===== config.mk =====
export PLATFORM = sky130hd
export DESIGN_NAME = hazard_ctrl
export DESIGN_NICKNAME = d
export VERILOG_FILES = /design/src/rtl/cpu_pkg.sv /design/src/rtl/reg_match.sv /design/src/rtl/hazard_ctrl.sv
export SDC_FILE = /design/constraint.sdc
export NUM_CORES = 1
export LEC_CHECK = 0
export ABC_AREA = 1
export CAP_MARGIN = 25
export CORE_MARGIN = 2
export CORE_UTILIZATION = 54
export CTS_CLUSTER_DIAMETER = 150
export CTS_CLUSTER_SIZE = 28
export DETAILED_ROUTE_END_ITERATION = 16
export PLACE_DENSITY = 0.8
export REMOVE_ABC_BUFFERS = 1
export SYNTH_ARGS = -nofsm -noshare
export SYNTH_HDL_FRONTEND = slang
export SYNTH_HIERARCHICAL = 1
export SYNTH_SLANG_ARGS = --single-unit

===== constraint.sdc =====
create_clock -name clk -period 2.1 [get_ports clk]
set_clock_uncertainty 0.15 [all_clocks]
set_input_delay 0.42 -clock clk [delete_from_list [all_inputs] [get_ports clk]]
set_output_delay 0.42 -clock clk [all_outputs]
set_load 0.02 [all_outputs]

===== src/rtl/cpu_pkg.sv =====
// ============================================================================
// Module   : cpu_pkg
// Brief    : Shared types and constants for the 5-stage MIPS hazard logic:
//            forwarding-select codes, sequencer state enum, shadow entry.
// Revision : 1.0 - initial release
// ============================================================================
`default_nettype none

package cpu_pkg;

  // EX operand source selects
  localparam logic [1:0] FWD_REG = 2'b00;
  localparam logic [1:0] FWD_WB  = 2'b01;
  localparam logic [1:0] FWD_MEM = 2'b10;

  // Memory sequencer state
  typedef enum logic [0:0] {
    RUN  = 1'b0,
    HOLD = 1'b1
  } st_e;

  // Shadow copy of one in-flight instruction
  typedef struct packed {
    logic       valid;
    logic [4:0] rs;
    logic [4:0] rt;
    logic [4:0] wr;
    logic       regwrite;
    logic       memread;
  } shadow_t;

  localparam shadow_t SHADOW_EMPTY = '0;

  // MEM result is younger than WB, so it wins when both write the register
  function automatic logic [1:0] fwd_sel(input logic mem_hit, input logic wb_hit);
    if (mem_hit) begin
      return FWD_MEM;
    end else if (wb_hit) begin
      return FWD_WB;
    end
    return FWD_REG;
  endfunction

endpackage

`default_nettype wire


===== src/rtl/reg_match.sv =====
// ============================================================================
// Module   : reg_match
// Brief    : Register-number compare of a producer against a source operand.
//            Register $0 is hard-wired to zero and never matches.
// Revision : 1.0 - initial release
// ============================================================================
`default_nettype none

module reg_match (
  input  logic       valid_i,
  input  logic       wen_i,
  input  logic [4:0] wr_i,
  input  logic [4:0] src_i,
  output logic       match_o
);

  assign match_o = valid_i & wen_i & (wr_i != 5'd0) & (wr_i == src_i);

endmodule

`default_nettype wire


===== src/rtl/hazard_ctrl.sv =====
// ============================================================================
// Module   : hazard_ctrl
// Brief    : Pipeline sequencing controller. Tracks EX/MEM/WB destinations,
//            produces PC / IF-ID enables, bubbles, flushes, forwarding
//            selects, freezes on data-memory wait, counts stalls and flags
//            memory timeouts.
// Revision : 1.0 - initial release
// ============================================================================
`default_nettype none

module hazard_ctrl
  import cpu_pkg::*;
#(
  parameter int CNT_W       = 16,
  parameter int MEM_TIMEOUT = 64
) (
  input  logic             clk,
  input  logic             rst,
  input  logic             id_valid,
  input  logic [4:0]       id_rs,
  input  logic [4:0]       id_rt,
  input  logic             id_use_rs,
  input  logic             id_use_rt,
  input  logic [4:0]       id_wr_reg,
  input  logic             id_regwrite,
  input  logic             id_memread,
  input  logic             ex_take,
  input  logic             mem_ready,
  output logic             pc_we,
  output logic             ifid_we,
  output logic             ifid_flush,
  output logic             idex_flush,
  output logic             pipe_en,
  output logic [1:0]       fwd_a,
  output logic [1:0]       fwd_b,
  output logic [CNT_W-1:0] stall_cnt,
  output logic             mem_err
);

  localparam int HCNT_W = $clog2(MEM_TIMEOUT + 1);
  localparam logic [HCNT_W-1:0] C_TIMEOUT = HCNT_W'(MEM_TIMEOUT);
  localparam logic [CNT_W-1:0]  C_CNT_MAX = '1;

  shadow_t ex_q, mem_q, wb_q;
  shadow_t ex_d;

  st_e               st_q;
  logic [HCNT_W-1:0] hold_cnt_q;
  logic [HCNT_W-1:0] w_hold_inc;
  logic              w_hold_hit;
  logic              mem_err_q;
  logic [CNT_W-1:0]  stall_cnt_q;

  logic w_lu_rs, w_lu_rt, w_lu;
  logic w_mem_rs, w_mem_rt, w_wb_rs, w_wb_rt;
  logic w_unused;

  // ---------------------------------------------------------------------------
  // Load-use detection: ID reads the destination of a load currently in EX
  // ---------------------------------------------------------------------------
  reg_match u_lu_rs (
    .valid_i (id_valid & id_use_rs & ex_q.valid),
    .wen_i   (ex_q.memread),
    .wr_i    (ex_q.wr),
    .src_i   (id_rs),
    .match_o (w_lu_rs)
  );

  reg_match u_lu_rt (
    .valid_i (id_valid & id_use_rt & ex_q.valid),
    .wen_i   (ex_q.memread),
    .wr_i    (ex_q.wr),
    .src_i   (id_rt),
    .match_o (w_lu_rt)
  );

  assign w_lu = w_lu_rs | w_lu_rt;

  // ---------------------------------------------------------------------------
  // Forwarding compares: EX sources against MEM and WB producers
  // ---------------------------------------------------------------------------
  reg_match u_mem_rs (
    .valid_i (mem_q.valid),
    .wen_i   (mem_q.regwrite),
    .wr_i    (mem_q.wr),
    .src_i   (ex_q.rs),
    .match_o (w_mem_rs)
  );

  reg_match u_mem_rt (
    .valid_i (mem_q.valid),
    .wen_i   (mem_q.regwrite),
    .wr_i    (mem_q.wr),
    .src_i   (ex_q.rt),
    .match_o (w_mem_rt)
  );

  reg_match u_wb_rs (
    .valid_i (wb_q.valid),
    .wen_i   (wb_q.regwrite),
    .wr_i    (wb_q.wr),
    .src_i   (ex_q.rs),
    .match_o (w_wb_rs)
  );

  reg_match u_wb_rt (
    .valid_i (wb_q.valid),
    .wen_i   (wb_q.regwrite),
    .wr_i    (wb_q.wr),
    .src_i   (ex_q.rt),
    .match_o (w_wb_rt)
  );

  assign fwd_a = rst ? FWD_REG : fwd_sel(w_mem_rs, w_wb_rs);
  assign fwd_b = rst ? FWD_REG : fwd_sel(w_mem_rt, w_wb_rt);

  // Enable / flush priority: reset, memory wait, taken branch, load-use, run
  always_comb begin
    pc_we      = 1'b1;
    ifid_we    = 1'b1;
    ifid_flush = 1'b0;
    idex_flush = 1'b0;
    pipe_en    = 1'b1;
    if (rst) begin
      pc_we      = 1'b0;
      ifid_we    = 1'b0;
      ifid_flush = 1'b1;
      idex_flush = 1'b1;
      pipe_en    = 1'b0;
    end else if (!mem_ready) begin
      // Whole pipe freezes; a taken branch in EX simply waits in place
      pc_we   = 1'b0;
      ifid_we = 1'b0;
      pipe_en = 1'b0;
    end else if (ex_take) begin
      // The ID instruction is squashed, so any load-use on it is moot
      ifid_flush = 1'b1;
      idex_flush = 1'b1;
    end else if (w_lu) begin
      pc_we      = 1'b0;
      ifid_we    = 1'b0;
      idex_flush = 1'b1;
    end
  end

  // Next EX entry: ID fields, demoted to a bubble by clearing valid only
  always_comb begin
    ex_d          = SHADOW_EMPTY;
    ex_d.valid    = id_valid & ~idex_flush;
    ex_d.rs       = id_rs;
    ex_d.rt       = id_rt;
    ex_d.wr       = id_wr_reg;
    ex_d.regwrite = id_regwrite;
    ex_d.memread  = id_memread;
  end

  // Shadow pipeline advances in lockstep with the real pipeline registers
  always_ff @(posedge clk) begin
    if (rst) begin
      ex_q  <= SHADOW_EMPTY;
      mem_q <= SHADOW_EMPTY;
      wb_q  <= SHADOW_EMPTY;
    end else if (pipe_en) begin
      ex_q  <= ex_d;
      mem_q <= ex_q;
      wb_q  <= mem_q;
    end
  end

  // Saturating increment of the consecutive wait counter
  assign w_hold_inc = (hold_cnt_q == C_TIMEOUT) ? hold_cnt_q : hold_cnt_q + 1'b1;
  assign w_hold_hit = (w_hold_inc == C_TIMEOUT);

  // Memory-wait sequencer: counts every not-ready cycle, flags the timeout
  always_ff @(posedge clk) begin
    if (rst) begin
      st_q       <= RUN;
      hold_cnt_q <= '0;
      mem_err_q  <= 1'b0;
    end else begin
      case (st_q)
        RUN: begin
          if (!mem_ready) begin
            st_q       <= HOLD;
            hold_cnt_q <= w_hold_inc;
            if (w_hold_hit) begin
              mem_err_q <= 1'b1;
            end
          end else begin
            hold_cnt_q <= '0;
          end
        end
        HOLD: begin
          if (mem_ready) begin
            st_q       <= RUN;
            hold_cnt_q <= '0;
          end else begin
            hold_cnt_q <= w_hold_inc;
            if (w_hold_hit) begin
              mem_err_q <= 1'b1;
            end
          end
        end
        default: begin
          st_q       <= RUN;
          hold_cnt_q <= '0;
        end
      endcase
    end
  end

  // Stall statistics: every non-reset cycle in which the PC is held
  always_ff @(posedge clk) begin
    if (rst) begin
      stall_cnt_q <= '0;
    end else if (!pc_we && (stall_cnt_q != C_CNT_MAX)) begin
      stall_cnt_q <= stall_cnt_q + 1'b1;
    end
  end

  assign stall_cnt = stall_cnt_q;
  assign mem_err   = mem_err_q;

  // WB source fields are carried for visibility only
  assign w_unused = ^{wb_q.rs, wb_q.rt, wb_q.memread};

endmodule

`default_nettype wire


# Yosys cells after proc, flatten, opt, wreduce, memory -nomap -nowiden
# Index checks and enable logic that the tools add are counted.
classes:
  shift: 0
  reduce_logical: 7
  multipliers: 0
  eq_ne: 9
  n_mux: 28
  addsub: 2
  div_mod_pow: 0
  magnitude_cmp: 0
  bitwise_logic: 22
op_table:
  columns: ["op", "count"]
  rows:
  - ["equality test 5 bit", 6]
  - ["bitwise AND 1 bit", 19]
  - ["two-way mux 1 bit", 19]
  - ["adder 16 x 1 -> 16 bit, second input constant", 1]
  - ["two-way mux 2 bit", 8]
  - ["!= test 16 bit, second input constant", 1]
  - ["nonzero test 5 bit", 3]
  - ["equality test 7 bit, second input constant", 2]
  - ["adder 7 x 1 -> 7 bit, second input constant", 1]
  - ["two-way mux 7 bit", 1]
  - ["NOT 1 bit", 2]
  - ["AND reduction 2 bit", 1]
  - ["OR reduction 2 bit", 1]
  - ["logical AND 1 bit", 1]
  - ["zero test 1 bit", 1]
  - ["OR 1 bit", 1]
totals:
  rom_bits: 0
  latch_bits: 0
  memories: 0
  in_bits: 24
  mem_bits_rw: 0
  reg_bits: 56
  wordCells: 83
  output_inout_bits: 26

# Logic depth before layout (Yosys ltp)
logic_depth:
  ltp_word: 12
  depth_mapped: 14

# Modules after synthesis
# The synthesis kept the hierarchy.
by_module_without_submodules:
  columns: ["mod", "n_inst", "area_per_inst_um2", "cells_each"]
  rows:
  - ["hazard_ctrl", 1, 2404.8, 323]
  - ["reg_match", 6, 123.9, 32]

# Least setup slack after synthesis
# OpenSTA, ideal clock, no wires.
synth_path:
  path_kind: "input to register"
  start: "in id_use_rt"
  end: "reg stall_cnt_q[12] (netlist: stall_cnt[12])"
  n_path_buf: 1
  arrival_time_ns: 1.689
  stages: 14
  setup_slack_ns: 0.147
  required_time_ns: 1.836
  path_cell_list: "nand2_1 nor2_1 inv_1 nor2_1 nand3_1 nor2_1 nor2_1 o21ai_2 inv_2 nor2_1 buf_6 nand3_1 nand2_1 a21oi_2"
synth_via:
  elab_chain_len: 12
synth_lines:
  columns: ["element", "line_no", "rtl"]
  rows:
  - ["from (decl)", "hazard_ctrl.sv:23", "input logic id_use_rt,"]
  - ["bitwise AND 1 bit (2 in series)", "hazard_ctrl.sv:70", ".valid_i (id_valid & id_use_rt & ex_q.valid),"]
  - ["bitwise AND 1 bit (3 in series)", "reg_match.sv:17", "assign match_o = valid_i & wen_i & (wr_i != 5'd0) & (wr_i == src_i);"]
  - ["named net w_lu_rt", "hazard_ctrl.sv:54", "logic w_lu_rs, w_lu_rt, w_lu;"]
  - ["OR 1 bit", "hazard_ctrl.sv:77", "assign w_lu = w_lu_rs | w_lu_rt;"]
  - ["two-way mux 1 bit (4 in series)", null, null]
  - ["named net ifid_we", "hazard_ctrl.sv:30", "output logic ifid_we,"]
  - ["zero test 1 bit", "hazard_ctrl.sv:216", "end else if (!pc_we && (stall_cnt_q != C_CNT_MAX)) begin"]
  - ["logical AND 1 bit", "hazard_ctrl.sv:216", null]
  - ["to (signal assigned)", "hazard_ctrl.sv:217", "stall_cnt_q <= stall_cnt_q + 1'b1;"]
  - ["to (decl)", "hazard_ctrl.sv:52", "logic [CNT_W-1:0] stall_cnt_q;"]
# The timed path passes the listed nets, and every way through them passes these cells.
# A chain may end at the register's enable or synchronous reset.

# Worst setup path in the final report
layout_path:
  start: "reg ex_q[4] (netlist bit)"
  end: "out pc_we"
layout_via:
  elab_chain_len: 8
layout_lines:
  columns: ["element", "line_no", "rtl"]
  rows:
  - ["from (decl)", "hazard_ctrl.sv:44", "shadow_t ex_q, mem_q, wb_q;"]
  - ["from (signal assigned)", "hazard_ctrl.sv:160", "ex_q <= SHADOW_EMPTY;"]
  - ["from (signal assigned)", "hazard_ctrl.sv:164", "ex_q <= ex_d;"]
  - ["nonzero test 5 bit", "reg_match.sv:17", null]
  - ["bitwise AND 1 bit", "reg_match.sv:17", null]
  - ["bitwise AND 1 bit *", "reg_match.sv:17", null]
  - ["named net w_lu_rt", "hazard_ctrl.sv:54", null]
  - ["OR 1 bit *", "hazard_ctrl.sv:77", null]
  - ["two-way mux 1 bit *", "hazard_ctrl.sv:139", "end else if (w_lu) begin"]
  - ["two-way mux 1 bit *", "hazard_ctrl.sv:135", "end else if (ex_take) begin"]
  - ["two-way mux 1 bit *", "hazard_ctrl.sv:130", "end else if (!mem_ready) begin"]
  - ["two-way mux 1 bit *", "hazard_ctrl.sv:124", "if (rst) begin"]
  - ["to (decl)", "hazard_ctrl.sv:29", "output logic pc_we,"]
# The timed path passes the listed nets; every way through them passes the cells marked *.

==> metrics.txt <==
# TYPE chip_impl_metric gauge
chip_impl_metric{name="synth_edf_count",unit=""} 0
chip_impl_metric{name="reg2reg_slack",unit="ns"} 0.06
chip_impl_metric{name="synth_top_area_share",unit="%"} 35.6
chip_impl_metric{name="dp.cells",unit=""} 649
chip_impl_info{name="post-synth-top-count-cell",value="sky130_fd_sc_hd__nand2_1"} 1
chip_impl_metric{name="final.period_utilization",unit="%"} 106
chip_impl_metric{name="wire_per_inst",unit="um"} 12.3
chip_impl_metric{name="timing.slew.headroom",unit="%"} 73.5
chip_impl_metric{name="timing.final.ws_setup",unit="ns"} -0.125
chip_impl_metric{name="dr.first_iter.drc_count",unit=""} 184
chip_impl_info{name="rsz0062_at_grt",value="yes"} 1
chip_impl_info{name="primary_flip_flop_cell_chosen_by_synthesis_mapping",value="sky130_fd_sc_hd__dfxtp_1"} 1
chip_impl_metric{name="start_util",unit="%"} 56.5
chip_impl_metric{name="layout.cells.non_filler",unit=""} 659
chip_impl_metric{name="grt_start_max_net_pins",unit=""} 21
chip_impl_info{name="crit_path_cell_trace",value="inv_1 > nand2_1 > nand2_1 > nor2_2 > nand3_2 > nor2_4 > nor2_2 > o21ai_4 > inv_2 > buf_6"} 1
chip_impl_metric{name="die_h",unit="um"} 80.4
chip_impl_metric{name="swShare",unit="%"} 27.4
chip_impl_metric{name="worst_r2r_path_depth",unit=""} 14
chip_impl_metric{name="period_needed",unit="ns"} 2.22
chip_impl_metric{name="worst_skew_pair.late_latency",unit="ns"} 0.31
chip_impl_info{name="holdPathEnd",value="ex_q[17]"} 1
chip_impl_metric{name="buffer_ports.inserted",unit=""} 49
chip_impl_metric{name="initial_antenna_violation_count",unit=""} 0
chip_impl_info{name="netlist.top_cell.by_area",value="sky130_fd_sc_hd__dfxtp_1"} 1
chip_impl_metric{name="p_comb_share",unit="%"} 16.0
chip_impl_metric{name="met2WireLength",unit="mm"} 4.09
chip_impl_info{name="timing.critical_path.max_delay_family",value="simple AND/OR/NAND/NOR gates"} 1
chip_impl_metric{name="globalplace.congestion",unit=""} 0.920
chip_impl_metric{name="tns",unit="ns"} -0.367
chip_impl_metric{name="vdd.ir_drop.worst",unit="mV"} 0.314
chip_impl_metric{name="highest_net_fanout_along_the_worst_path",unit=""} 7
chip_impl_metric{name="hold_depth",unit=""} 3
chip_impl_metric{name="pwr-share-clk",unit="%"} 29.5
chip_impl_info{name="run_status",value="finished with violations"} 1
chip_impl_metric{name="timing.fmax",unit="GHz"} 0.450
chip_impl_metric{name="layout_cell_share_with_drive_strength_beyond_1",unit="%"} 17.5
chip_impl_metric{name="htree_num_levels",unit=""} 2
chip_impl_metric{name="num_rows",unit=""} 27
chip_impl_metric{name="clkTransAtPathRegs",unit="ns"} 0.09
chip_impl_metric{name="synth.distinct_cells",unit=""} 30
chip_impl_metric{name="nets",unit=""} 613
chip_impl_info{name="post_synth_main_area_contributors",value="sky130_fd_sc_hd__dfxtp_1 36%, sky130_fd_sc_hd__nand2_1 18%, sky130_fd_sc_hd__inv_1 12%, sky130_fd_sc_hd__nor2_1 8.8%, sky130_fd_sc_hd__nand3_1 4.3%"} 1
chip_impl_info{name="crit_path_start_kind",value="flip-flop"} 1
chip_impl_metric{name="place_worst_setup_slack",unit="ns"} -0.897
chip_impl_info{name="top_metal_used",value="met4"} 1
chip_impl_metric{name="finish.instance_area",unit="um2"} 4080
chip_impl_metric{name="diodes",unit=""} 0
chip_impl_metric{name="core",unit="um2"} 5570
chip_impl_metric{name="synthArstFlopShare",unit="%"} 0
chip_impl_metric{name="final-max-slew-violation-count",unit=""} 0
chip_impl_metric{name="gr-total-overflow",unit=""} 0
chip_impl_info{name="critical_path_class",value="reg -> out"} 1
chip_impl_metric{name="global_route.usage.total",unit="%"} 26.1
chip_impl_metric{name="viasPerCell",unit=""} 4.96
chip_impl_metric{name="p_seq_share",unit="%"} 54.5
chip_impl_metric{name="post_synth.cell_area_avg",unit="um2"} 6.11
chip_impl_metric{name="i_o_pins",unit=""} 50
chip_impl_metric{name="detail_route.wirelength.met1",unit="mm"} 3.63
chip_impl_metric{name="hold_buffers",unit=""} 0
chip_impl_metric{name="tightest_slew",unit="ns"} 0.398
chip_impl_metric{name="power_density",unit="nW/um2"} 510
chip_impl_info{name="failed_checks",value="setup timing"} 1
chip_impl_metric{name="cpPeakStageDelay",unit="ns"} 0.40
chip_impl_info{name="reg2reg_to",value="stall_cnt[12]"} 1
chip_impl_metric{name="number_of_global_route_vias_before_repair",unit=""} 3100
chip_impl_metric{name="critical_path.n_buffers_inverters",unit=""} 3
chip_impl_metric{name="synth_cells",unit=""} 515
chip_impl_metric{name="wirelength",unit="mm"} 8.10
chip_impl_metric{name="detailedRoute.firstPassIterationCount",unit=""} 4
chip_impl_info{name="worst_hold_path_class",value="in -> reg"} 1
chip_impl_info{name="tritoncts",value="yes"} 1
chip_impl_metric{name="drv_cap",unit=""} 0
chip_impl_metric{name="worst_ep_arrival_time",unit="ns"} 1.65
chip_impl_info{name="timing.critical_path.slowest_stage_cell",value="sky130_fd_sc_hd__dfxtp_4"} 1
chip_impl_info{name="worst_setup_path_end_kind",value="output port"} 1
chip_impl_metric{name="placedInstanceArea",unit="um2"} 3880
chip_impl_metric{name="cts.path.max_buffers",unit=""} 2
chip_impl_metric{name="switchingPower",unit="uW"} 569
chip_impl_metric{name="power.leakage",unit="uW"} 0.00172
chip_impl_metric{name="first_pass_grt_wire_length",unit="mm"} 13.4
chip_impl_metric{name="drc",unit=""} 0
chip_impl_metric{name="finalSetupViolations",unit=""} 3
chip_impl_metric{name="numClockSinks",unit=""} 56
chip_impl_metric{name="hpwlAfterDp",unit="mm"} 5.97
chip_impl_info{name="synth_common_cells",value="155 x sky130_fd_sc_hd__nand2_1, 103 x sky130_fd_sc_hd__inv_1, 74 x sky130_fd_sc_hd__nor2_1"} 1
chip_impl_metric{name="yosys_warnings",unit=""} 6
chip_impl_info{name="regToRegStartpoint",value="ex_q[4]"} 1
chip_impl_metric{name="vias",unit=""} 3271
chip_impl_info{name="clock_tree.root_cell",value="sky130_fd_sc_hd__clkbuf_8"} 1
chip_impl_metric{name="internal_power",unit="uW"} 1510
chip_impl_info{name="hp-start",value="id_valid"} 1
chip_impl_metric{name="ys_seq_area_share",unit="%"} 35.6
chip_impl_metric{name="dr_wl_met3",unit="um"} 280
chip_impl_metric{name="crit_required",unit="ns"} 1.53
chip_impl_metric{name="finalPower",unit="uW"} 2080
chip_impl_metric{name="area_delta_synth_final",unit="%"} 29.7
chip_impl_metric{name="synthesis.area",unit="um2"} 3150
chip_impl_metric{name="hold_violations",unit=""} 0
chip_impl_metric{name="cts_inserted_buffers",unit=""} 5
chip_impl_metric{name="postSynthRegisterBits",unit=""} 56
chip_impl_metric{name="antenna_left",unit=""} 0
chip_impl_metric{name="design.die.area",unit="um2"} 6460
chip_impl_metric{name="die_width",unit="um"} 80.4
## how the worst max path moves through the flow
stage / depth (start not counted) / slack (ns) / endpoint / from
final: 10 / -0.12 / pc_we / ex_q[4]
after global routing: 11 / -0.20 / ifid_we / id_rs[1]
after CTS: 10 / -0.15 / pc_we / ex_q[4]
after detailed placement: 11 / -0.90 / pc_we / id_rs[3]
after global placement: 11 / -0.84 / pc_we / id_rt[3]
after floorplan: 13 / -0.36 / stall_cnt[12] / id_use_rt
## power groups by stage
stage                     registers (uW)  logic (uW)  clock network (uW)
after global routing                1140         365                 655
after floorplan                     1160         155                   0
after global placement              1160         312                   0
after detailed placement            1160         318                   0
after CTS                           1140         323                 622
final                               1130         333                 614
## metal layers
layer | track usage (%) | vias to the layer above
met2 | 46.6 | 54
met4 | 7.80 | 0
li1 | - | 1717
met1 | 32.3 | 1490
met5 | 0 | -
met3 | 3.93 | 10
## registers in the layout (all words and copies together), names as in the netlist
| register | cells |
|---|---|
| mem_q | 7 |
| hold_cnt_q | 7 |
| stall_cnt | 16 |
| wb_q | 7 |
| mem_err | 1 |
| ex_q | 18 |
## layout make-up
class,instances,area (um2)
Timing Repair Buffer,77,691
Inverter,104,390
Tap cell,72,90.1
Sequential cell,56,1180
Fill cell,463,1490
Clock buffer,7,86.3
Multi-Input combinational cell,342,1640
Clock inverter,1,7.51
## stage by stage
| step | util, % | hold WS, ns |
|---|---|---|
| after floorplan | - | 0.294 |
| after global placement | 69.6 | 0.289 |
| after detailed placement | 69.6 | 0.287 |
| after CTS | 72.5 | 0.305 |
| after global routing | 73.2 | 0.262 |
| final | 73.2 | 0.234 |
## worst register-to-register path, stage by stage, from the launching register on
cell                      delay (ns)
sky130_fd_sc_hd__dfxtp_4        0.40
sky130_fd_sc_hd__inv_1          0.04
sky130_fd_sc_hd__nand2_1        0.05
sky130_fd_sc_hd__nand2_1        0.06
sky130_fd_sc_hd__nor2_2         0.14
sky130_fd_sc_hd__nand3_2        0.12
sky130_fd_sc_hd__nor2_4         0.12
sky130_fd_sc_hd__nor2_2         0.07
sky130_fd_sc_hd__o21ai_4        0.15
sky130_fd_sc_hd__inv_2          0.07
sky130_fd_sc_hd__nor2_1         0.19
sky130_fd_sc_hd__buf_12         0.19
sky130_fd_sc_hd__nand3_1        0.08
sky130_fd_sc_hd__nand2_1        0.09
sky130_fd_sc_hd__a21oi_2        0.03
## repair_timing
| item | CTS | global route |
|---|---|---|
| setup endpoints to repair | 25 | 23 |
| buffers inserted | 2 | 0 |
| gates resized for setup | 92 | 33 |
| cloned | 0 | 0 |
| pin swaps | 15 | 13 |
## cells in the final DEF, fill, tap and decap left out, drive strengths merged, types with 2 or more instances in the layout
master	count
a21oi	21
nor2	77
ha	3
inv	104
nand3	28
dfxtp	56
nor3	4
clkdlybuf4s50	26
o22ai	7
nand2	156
buf	36
clkdlybuf4s15	2
nand4	6
a22o	11
o21ai	25
clkbuf	9
dlygate4sd2	11
## cell families after synthesis
| kind of cell | synth area share [%] |
|---|---|
| XOR/XNOR | 0.278 |
| flip-flops | 35.6 |
| AND/OR/NAND/NOR | 35.3 |
| buffers and inverters | 14.7 |
| AO/OA/AOI/OAI | 13.0 |
| adder cells (fa/ha/maj) | 1.19 |
No activity file was read; power rests on OpenSTA's default activity.
